`src/rtl/pwm_capture.sv`:
```
// rtl/pwm_capture.sv - decodes an incoming PWM waveform into an 8-bit duty command
//
// Measures high time and period of pwm_in in clk cycles. A frame is the span between
// two synchronized rising edges. Frames whose period lies within PERIOD_TOL of
// 2^PERIOD_LOG2 publish a new command; other frames raise period_err instead.
//
// Ports:
//   clk        system clock
//   rst        asynchronous active-high reset
//   pwm_in     PWM line, asynchronous to clk
//   cmd_out    last decoded duty command
//   cmd_valid  one-cycle pulse when cmd_out is updated from a good frame
//   period_err one-cycle pulse when a frame's period is out of tolerance
//   stuck      high while no edge has been seen for TIMEOUT_FRAMES nominal periods
module pwm_capture #(
  parameter int PERIOD_LOG2    = 10,
  parameter int PERIOD_TOL     = 4,
  parameter int TIMEOUT_FRAMES = 2
) (
  input  logic       clk,
  input  logic       rst,
  input  logic       pwm_in,
  output logic [7:0] cmd_out,
  output logic       cmd_valid,
  output logic       period_err,
  output logic       stuck
);

  localparam int CW  = PERIOD_LOG2 + 1;
  localparam int NOM = 1 << PERIOD_LOG2;
  localparam int TO  = TIMEOUT_FRAMES * NOM;
  localparam int IW  = $clog2(TO + 1);

  localparam logic [CW-1:0] C_ONE   = CW'(1);
  localparam logic [CW-1:0] C_NOM   = CW'(NOM);
  localparam logic [CW-1:0] C_PMIN  = CW'(NOM - PERIOD_TOL);
  localparam logic [CW-1:0] C_PMAX  = CW'(NOM + PERIOD_TOL);
  localparam logic [IW-1:0] C_TO    = IW'(TO);
  localparam logic [IW-1:0] C_TO_M1 = IW'(TO - 1);

  typedef enum logic [1:0] {
    S_IDLE,
    S_HIGH,
    S_LOW
  } state_t;

  state_t          r_state;
  state_t          w_state_nxt;
  logic            r_sync1;
  logic            r_sync2;
  logic            r_sync3;
  logic [CW-1:0]   r_high_cnt;
  logic [CW-1:0]   r_per_cnt;
  logic [IW-1:0]   r_idle_cnt;

  logic            w_rise;
  logic            w_fall;
  logic            w_edge;
  logic            w_timeout;
  logic            w_per_ok;
  logic [CW-1:0]   w_high_inc;
  logic [CW-1:0]   w_per_inc;
  logic [7:0]      w_decode;

  assign w_rise = r_sync2 & ~r_sync3;
  assign w_fall = ~r_sync2 & r_sync3;
  assign w_edge = w_rise | w_fall;

  // Fires on the cycle idle_cnt would step onto the limit; an edge in that
  // same cycle clears the count instead, so the edge wins.
  assign w_timeout = ~w_edge & (r_idle_cnt == C_TO_M1);

  assign w_high_inc = (r_high_cnt == '1) ? r_high_cnt : r_high_cnt + C_ONE;
  assign w_per_inc  = (r_per_cnt == '1) ? r_per_cnt : r_per_cnt + C_ONE;

  assign w_per_ok = (r_per_cnt >= C_PMIN) && (r_per_cnt <= C_PMAX);

  // Top eight bits of the nominal-period range; a full-frame high time clamps to 0xFF.
  assign w_decode = (r_high_cnt >= C_NOM) ? 8'hFF : r_high_cnt[PERIOD_LOG2-1 -: 8];

  always_ff @(posedge clk or posedge rst) begin
    if (rst) begin
      r_state <= S_IDLE;
    end else begin
      r_state <= w_state_nxt;
    end
  end

  always_comb begin
    w_state_nxt = r_state;
    case (r_state)
      S_IDLE:  if (w_rise) w_state_nxt = S_HIGH;
      S_HIGH:  if (w_fall) w_state_nxt = S_LOW;
      S_LOW:   if (w_rise) w_state_nxt = S_HIGH;
      default: w_state_nxt = S_IDLE;
    endcase
    if (w_timeout) begin
      w_state_nxt = S_IDLE;
    end
  end

  always_ff @(posedge clk or posedge rst) begin
    if (rst) begin
      r_sync1    <= 1'b0;
      r_sync2    <= 1'b0;
      r_sync3    <= 1'b0;
      r_high_cnt <= '0;
      r_per_cnt  <= '0;
      r_idle_cnt <= '0;
      cmd_out    <= 8'h00;
      cmd_valid  <= 1'b0;
      period_err <= 1'b0;
      stuck      <= 1'b0;
    end else begin
      r_sync1    <= pwm_in;
      r_sync2    <= r_sync1;
      r_sync3    <= r_sync2;
      cmd_valid  <= 1'b0;
      period_err <= 1'b0;

      if (w_edge) begin
        r_idle_cnt <= '0;
      end else if (r_idle_cnt != C_TO) begin
        r_idle_cnt <= r_idle_cnt + IW'(1);
      end

      // A dead line reports its resting level as 0% or 100% duty.
      if (w_edge) begin
        stuck <= 1'b0;
      end else if (w_timeout) begin
        stuck   <= 1'b1;
        cmd_out <= {8{r_sync2}};
      end

      case (r_state)
        S_IDLE: begin
          if (w_rise) begin
            r_high_cnt <= C_ONE;
            r_per_cnt  <= C_ONE;
          end
        end
        S_HIGH: begin
          r_per_cnt <= w_per_inc;
          if (!w_fall) begin
            r_high_cnt <= w_high_inc;
          end
        end
        S_LOW: begin
          if (w_rise) begin
            if (w_per_ok) begin
              cmd_out   <= w_decode;
              cmd_valid <= 1'b1;
            end else begin
              period_err <= 1'b1;
            end
            r_high_cnt <= C_ONE;
            r_per_cnt  <= C_ONE;
          end else begin
            r_per_cnt <= w_per_inc;
          end
        end
        default: ;
      endcase
    end
  end

endmodule

```
`config.mk`:
```
export PLATFORM = sky130hd
export DESIGN_NAME = pwm_capture
export DESIGN_NICKNAME = d
export VERILOG_FILES = /design/src/rtl/pwm_capture.sv
export SDC_FILE = /design/constraint.sdc
export NUM_CORES = 1
export LEC_CHECK = 0
export ABC_AREA = 1
export BUFFER_PORTS_ARGS = -buffer_cell sky130_fd_sc_hd__buf_2
export CAP_MARGIN = 20
export CORE_MARGIN = 2
export CORE_UTILIZATION = 60
export CTS_BUF_LIST = sky130_fd_sc_hd__clkbuf_4 sky130_fd_sc_hd__clkbuf_8
export DETAILED_ROUTE_END_ITERATION = 8
export GPL_ROUTABILITY_DRIVEN = 0
export PLACE_DENSITY_LB_ADDON = 0.05
export SLEW_MARGIN = 20
export SYNTH_ARGS = -nofsm -noshare
export SYNTH_HDL_FRONTEND = slang
export SYNTH_SLANG_ARGS = --single-unit
```
`constraint.sdc`:
```
create_clock -name clk -period 5.2 [get_ports clk]
set_clock_uncertainty 0.15 [all_clocks]
set_input_delay 0 -clock clk [delete_from_list [all_inputs] [get_ports clk]]
set_output_delay 0 -clock clk [all_outputs]
set_load 0.01 [all_outputs]
```
### Yosys cells after proc, flatten, opt, wreduce, memory -nomap -nowiden

Index checks and enable logic that the tools add are counted.

| storage, ports and cells | value |
|---|---|
| bits in registers | 50 |
| input bits | 3 |
| output and inout port bits | 11 |
| word-level logic and storage cells | 73 |

| operators by class | value |
|---|---|
| add/subtract/negate cells | 3 |
| order comparisons | 3 |
| eq/ne operators | 12 |
| muxes and demuxes | 27 |
| bitwise operators | 7 |
| reduce and logical (&&, ||, !) cells | 10 |

Operators with widths:

| kind | count |
|---|---|
| 2-to-1 mux 11 bit | 5 |
| 2-to-1 mux 8 bit | 6 |
| case mux 11 bit (3 select lines) | 1 |
| 2-to-1 mux 12 bit | 2 |
| adder 11 x 1 -> 11 bit, second input constant | 2 |
| == test 11 bit, second input constant | 2 |
| case mux 11 bit (2 select lines) | 1 |
| adder 12 x 1 -> 12 bit, second input constant | 1 |
| == test 12 x 11 -> 1 bit, second input constant | 1 |
| inequality test 12 bit, second input constant | 1 |
| greater-or-equal comparator 11 x 10 -> 1 bit, second input constant | 1 |
| greater-or-equal comparator 11 bit, second input constant | 1 |
| less-or-equal comparator 11 bit, second input constant | 1 |
| 2-to-1 mux 1 bit | 8 |
| 2-to-1 mux 2 bit | 3 |
| inequality test 2 bit, second input constant | 3 |
| nonzero test 2 bit | 3 |
| case mux 2 bit (2 select lines) | 1 |
| AND reduction 2 bit | 2 |
| AND reduction 4 bit | 1 |
| bitwise AND 1 bit | 3 |
| inequality test 3 x 1 -> 1 bit, second input constant | 1 |
| inequality test 3 bit, second input constant | 1 |
| NOT 1 bit | 3 |
| 8 further kinds | 8 |

### Depth between registers and ports, before layout

| depth | value |
|---|---|
| depth in word-level cells | 10 |
| depth in mapped cells | 11 |
| gate-level depth less buffers | 11 |

### Least setup slack after synthesis

OpenSTA, ideal clock, no wires.

| timing path | value |
|---|---|
| path kind | reg-to-reg |
| start | register r_state[0] |
| end | register r_per_cnt[6] |
| library setup time | 116 ps |
| arrival time | 1432 ps |
| data required time | 4934 ps |
| setup slack | 3502 ps |
| cell stages (with the launch flop) | 10 |
| buffers on the path | 0 |
| clock period less this slack | 1698 ps |
| path through | dfrtp_1 inv_1 ha_1 inv_1 a21oi_2 nand2_2 inv_2 nand3_1 nor2_1 nor2_1 |

| between the ends | value |
|---|---|
| longest elaborated chain between the ends | 3 |
| elaborated cells between the ends (all ways) | 7 |
| those cells by class | eq/ne (3); mux (1); reduce/logical (3) |

Ends and longest elaborated chain:

| element | line | source |
|---|---|---|
| start, declared | 47 | `state_t r_state;` |
| start signal, assigned | 85 | `r_state <= w_state_nxt;` |
| == test 2 bit (tied with other cells) | 135 | `case (r_state)` |
| nonzero test 3 bit (no source line) / inequality test 2 bit (equally long branches) | -- |  |
| AND reduction 2 bit (no source line) | -- |  |
| end signal, assigned | 143 | `r_per_cnt <= w_per_inc;` |
| end signal, assigned | 159 | `r_per_cnt <= w_per_inc;` |
| end, declared | 53 | `logic [CW-1:0] r_per_cnt;` |

Several ways; a longest one is shown, not always the timed one.
A chain may end at the register's enable or synchronous reset.

### Worst setup path in the final report

| timing path | value |
|---|---|
| start | register r_state[0] |
| end | register r_state[1] |

| between the ends | value |
|---|---|
| longest elaborated chain between the ends | 4 |
| elaborated cells between the ends (all ways) | 9 |
| those cells by class | eq/ne (4); mux (2); reduce/logical (3) |

Ends and longest elaborated chain:

| element | line | source |
|---|---|---|
| == test 2 bit / logical NOT 2 bit (equally long branches) | 91 | `case (r_state)` |
| OR reduction 2 bit (no source line) | -- |  |
| case mux 2 bit (2 select lines) / inequality test 3 x 1 -> 1 bit (equally long branches) | -- |  |
| 2-to-1 mux 2 bit / AND reduction 2 bit (equally long branches) | -- |  |

Several ways; a longest one is shown, not always the timed one.

==> metrics.txt <==
# TYPE chip_impl_metric gauge
chip_impl_info{name="run_status",value="complete, no violations"} 1
chip_impl_metric{name="synth-simple-area-share",unit=""} 0.330
chip_impl_metric{name="yosysUniqueCellTypes",unit=""} 37
chip_impl_metric{name="yosysSeqAreaShare",unit=""} 0.424
chip_impl_metric{name="critPathRequiredTime",unit="ns"} 5.26
chip_impl_metric{name="mappedNetlistArea",unit="µm²"} 2950
chip_impl_metric{name="die_area",unit="µm²"} 5500
chip_impl_metric{name="detail_route.wl_per_cell",unit="µm"} 12.0
chip_impl_metric{name="chipWidth",unit="µm"} 74.2
chip_impl_metric{name="setup_total_negative_slack",unit="ns"} 0
chip_impl_metric{name="synth.ff_latch_count",unit=""} 50
chip_impl_metric{name="max_fo_critical_path",unit=""} 12
chip_impl_metric{name="placement.io_buffers",unit=""} 13
chip_impl_metric{name="grt_max_degree",unit=""} 51
chip_impl_metric{name="core.rowCount",unit=""} 25
chip_impl_metric{name="timing.reg2reg.worst_path_depth",unit=""} 8
chip_impl_metric{name="placed_cell_area",unit="µm²"} 3040
chip_impl_metric{name="core_area",unit="µm²"} 4720
chip_impl_metric{name="switchingPower",unit="mW"} 0.438
chip_impl_metric{name="initialDrtViolationCount",unit=""} 143
chip_impl_metric{name="worstPathArrival",unit="ns"} 2.36
chip_impl_metric{name="clkTransAtPathRegs",unit="ns"} 0.10
chip_impl_metric{name="via_count_of_the_first_global_routing_pass",unit=""} 2222
chip_impl_info{name="final_cell_mix",value="nand2_1, inv_1, dfrtp_1"} 1
chip_impl_metric{name="timing.reg2reg.setup_slack",unit="ns"} 2.90
chip_impl_metric{name="maximum_vdd_drop",unit="µV"} 183
chip_impl_metric{name="grt_usage",unit=""} 0.225
chip_impl_metric{name="power.density",unit="nW/µm²"} 350
chip_impl_metric{name="final_max_slew_viols",unit=""} 0
chip_impl_metric{name="max-clock-path-buffers",unit=""} 2
chip_impl_info{name="grt_setup_unrepaired",value="false"} 1
chip_impl_info{name="path_class",value="reg -> reg"} 1
chip_impl_metric{name="syn_area_per_cell",unit="µm²"} 7.52
chip_impl_metric{name="final_antenna_net_count",unit=""} 0
chip_impl_metric{name="drcViolationCount",unit=""} 0
chip_impl_metric{name="n_antenna_cell",unit=""} 0
chip_impl_metric{name="nNetsFinal",unit=""} 421
chip_impl_metric{name="placed_cell_count",unit=""} 465
chip_impl_metric{name="die_height",unit="µm"} 74.2
chip_impl_metric{name="io_pins",unit=""} 14
chip_impl_metric{name="period_minus_slack",unit="ns"} 2.30
chip_impl_metric{name="worst_skew_pair.late_latency",unit="ns"} 0.31
chip_impl_info{name="most_common_library_cell_in_the_layout_ignoring_fill_and_taps",value="nand2_1"} 1
chip_impl_metric{name="drtPass1Iterations",unit=""} 5
chip_impl_metric{name="globalRouteOverflowTotal",unit=""} 0
chip_impl_metric{name="fin_hold_ws",unit="ns"} 0.183
chip_impl_info{name="start_kind",value="flop"} 1
chip_impl_metric{name="synth_compound_gate_area_share",unit=""} 0.0936
chip_impl_metric{name="seqPwrFrac",unit=""} 0.433
chip_impl_metric{name="syn_nets",unit=""} 407
chip_impl_metric{name="proportion_of_layout_cells_with_a_drive_suffix_above_1",unit=""} 0.115
chip_impl_metric{name="global_route_wire_length_before_repair",unit="µm"} 9580
chip_impl_metric{name="yosys_warnings",unit=""} 0
chip_impl_metric{name="viasPerCell",unit=""} 5.24
chip_impl_metric{name="final-hold-violation-count",unit=""} 0
chip_impl_metric{name="ctsHtreeMaxLevel",unit=""} 2
chip_impl_info{name="cts_tree",value="yes"} 1
chip_impl_metric{name="final_non_filler_cell_total",unit=""} 475
chip_impl_info{name="worstReg2RegEnd",value="r_state[1]"} 1
chip_impl_info{name="cts-root-buf",value="clkbuf_8"} 1
chip_impl_metric{name="dp_hpwl",unit="µm"} 4120
chip_impl_metric{name="slew_headroom",unit=""} 0.428
chip_impl_info{name="critPathCaptureType",value="flop"} 1
chip_impl_metric{name="cts_num_sinks",unit=""} 50
chip_impl_metric{name="p_sw_frac",unit=""} 0.394
chip_impl_metric{name="combPwrFrac",unit=""} 0.309
chip_impl_info{name="hold_path_class",value="in -> reg"} 1
chip_impl_metric{name="antenna_found_initial",unit=""} 0
chip_impl_metric{name="max_freq",unit="MHz"} 435
chip_impl_metric{name="numCtsBuffers",unit=""} 5
chip_impl_info{name="synth_top_family_by_area",value="simple AND/OR/NAND/NOR gates"} 1
chip_impl_metric{name="layout_worst_path_cycle_share",unit=""} 0.442
chip_impl_metric{name="netlist_instances",unit=""} 393
chip_impl_metric{name="routed_wl",unit="µm"} 5690
chip_impl_info{name="r2r-start",value="r_state[0]"} 1
chip_impl_metric{name="pwr-share-clk",unit=""} 0.258
chip_impl_info{name="cp-startpoint",value="r_state[0]"} 1
chip_impl_metric{name="max_slew.worst_pin.slew",unit="ns"} 0.855
chip_impl_metric{name="final_cell_area",unit="µm²"} 3180
chip_impl_metric{name="post_synth_mux_area_share",unit=""} 0
chip_impl_metric{name="dr_total_vias",unit=""} 2487
chip_impl_metric{name="finalSetupViolations",unit=""} 0
chip_impl_metric{name="synthXorXnorAreaFrac",unit=""} 0.00889
chip_impl_metric{name="area_growth_from_synthesis_to_layout",unit="%"} 7.71
chip_impl_metric{name="area_share_of_fa_ha_maj_cells_after_synthesis",unit=""} 0.0466
chip_impl_metric{name="internal_power",unit="mW"} 0.674
chip_impl_metric{name="cellLeakagePower",unit="nW"} 1.65
chip_impl_metric{name="cap_violations",unit=""} 0
chip_impl_info{name="critical_path_endpoint",value="r_state[1]"} 1
chip_impl_metric{name="floorplan.initialDensity",unit=""} 0.625
chip_impl_metric{name="final.fill_count",unit=""} 382
layout make-up:
class | instances | area, µm² | area share
multi-input cells | 274 | 1420 | 0.445
flip-flops and latches | 50 | 1250 | 0.393
inverters | 61 | 230 | 0.0724
repair buffers | 15 | 85.1 | 0.0267
well taps | 67 | 83.8 | 0.0263
clock buffers | 5 | 68.8 | 0.0216
clock inverters | 3 | 47.5 | 0.0149
cell usage after synthesis (all sizes together):
cell type / number / share of area
o31ai: 1 / 0.0025
o32ai: 1 / 0.0030
o21bai: 1 / 0.0025
xnor2: 2 / 0.0059
nand4: 18 / 0.040
nor3: 5 / 0.012
nor2: 44 / 0.060
o22ai: 1 / 0.0021
o21ai: 28 / 0.059
nand3b: 1 / 0.0025
o211ai: 1 / 0.0025
clkbuf: 3 / 0.0042
inv: 59 / 0.075
xor2: 1 / 0.0030
nor4: 2 / 0.0042
clkinv: 2 / 0.0025
a31oi: 1 / 0.0021
buf: 5 / 0.016
dfrtp: 50 / 0.42
ha: 11 / 0.047
or2: 2 / 0.0042
a21oi: 11 / 0.020
nand3: 40 / 0.071
nand2: 103 / 0.14
how the worst min path moves through the flow:
stage / startpoint / end / slack, ns / depth (start not counted)
6_report: pwm_in / r_sync1 / 0.18 / 2
5_1_grt: pwm_in / r_sync1 / 0.19 / 2
4_1_cts: pwm_in / r_sync1 / 0.17 / 2
3_5_place_dp: pwm_in / r_sync1 / -0.03 / 1
3_3_place_gp: pwm_in / r_sync1 / -0.04 / 1
2_1_floorplan: pwm_in / r_sync1 / -0.12 / 0
logic make-up after synthesis:
group,count (synthesis)
AOI/OAI and AO/OA,45
xor gates and xnor gates,3
adders and majority gates,11
buffers and inverters,69
DFF,50
and+or+nand+nor,215
stage by stage:
stage               power (mW)   util  setup slack, ns
global route              1.20  0.674             2.63
finish                    1.11  0.674             2.90
detailed placement       0.830  0.645             2.94
global placement         0.817  0.645             3.08
floorplan                0.772      -             3.50
CTS                       1.12  0.673             2.90
power groups by stage:
stage | combinational (mW) | sequential (mW) | clock, mW
finish | 0.344 | 0.481 | 0.287
global route | 0.396 | 0.487 | 0.314
CTS | 0.345 | 0.481 | 0.293
detailed placement | 0.343 | 0.487 | 0
global placement | 0.332 | 0.485 | 0
floorplan | 0.309 | 0.463 | 0
metal layers:
layer / GRT usage / wire [µm] / vias to the layer above
met4: 0.0768 / 89 / 0
li1: - / - / 1288
met5: 0 / 0 / -
met1: 0.298 / 2660 / 1148
met3: 0.0366 / 193 / 8
met2: 0.377 / 2740 / 43
state kept, by name, summed over array words and instances (netlist names):
name / cells
r_idle_cnt: 12
r_high_cnt: 11
r_per_cnt: 11
cmd_out: 8
r_state: 2
cmd_valid: 1
period_err: 1
r_sync1: 1
r_sync2: 1
r_sync3: 1
stuck: 1
timing repair:
action	CTS	global route
gates resized for setup	0	0
setup buffers	0	0
hold buffers	2	0
hold endpoints to repair	51	0
worst max-delay path, stage by stage (launching register included):
cell,delay [ns]
dfrtp_1,0.47
inv_1,0.09
ha_1,0.24
nor2_1,0.68
o22ai_1,0.26
nand2_1,0.12
o21ai_0,0.08
nand2_1,0.07
inv_1,0.04
Note: power is estimated with default switching activity, not from simulation.
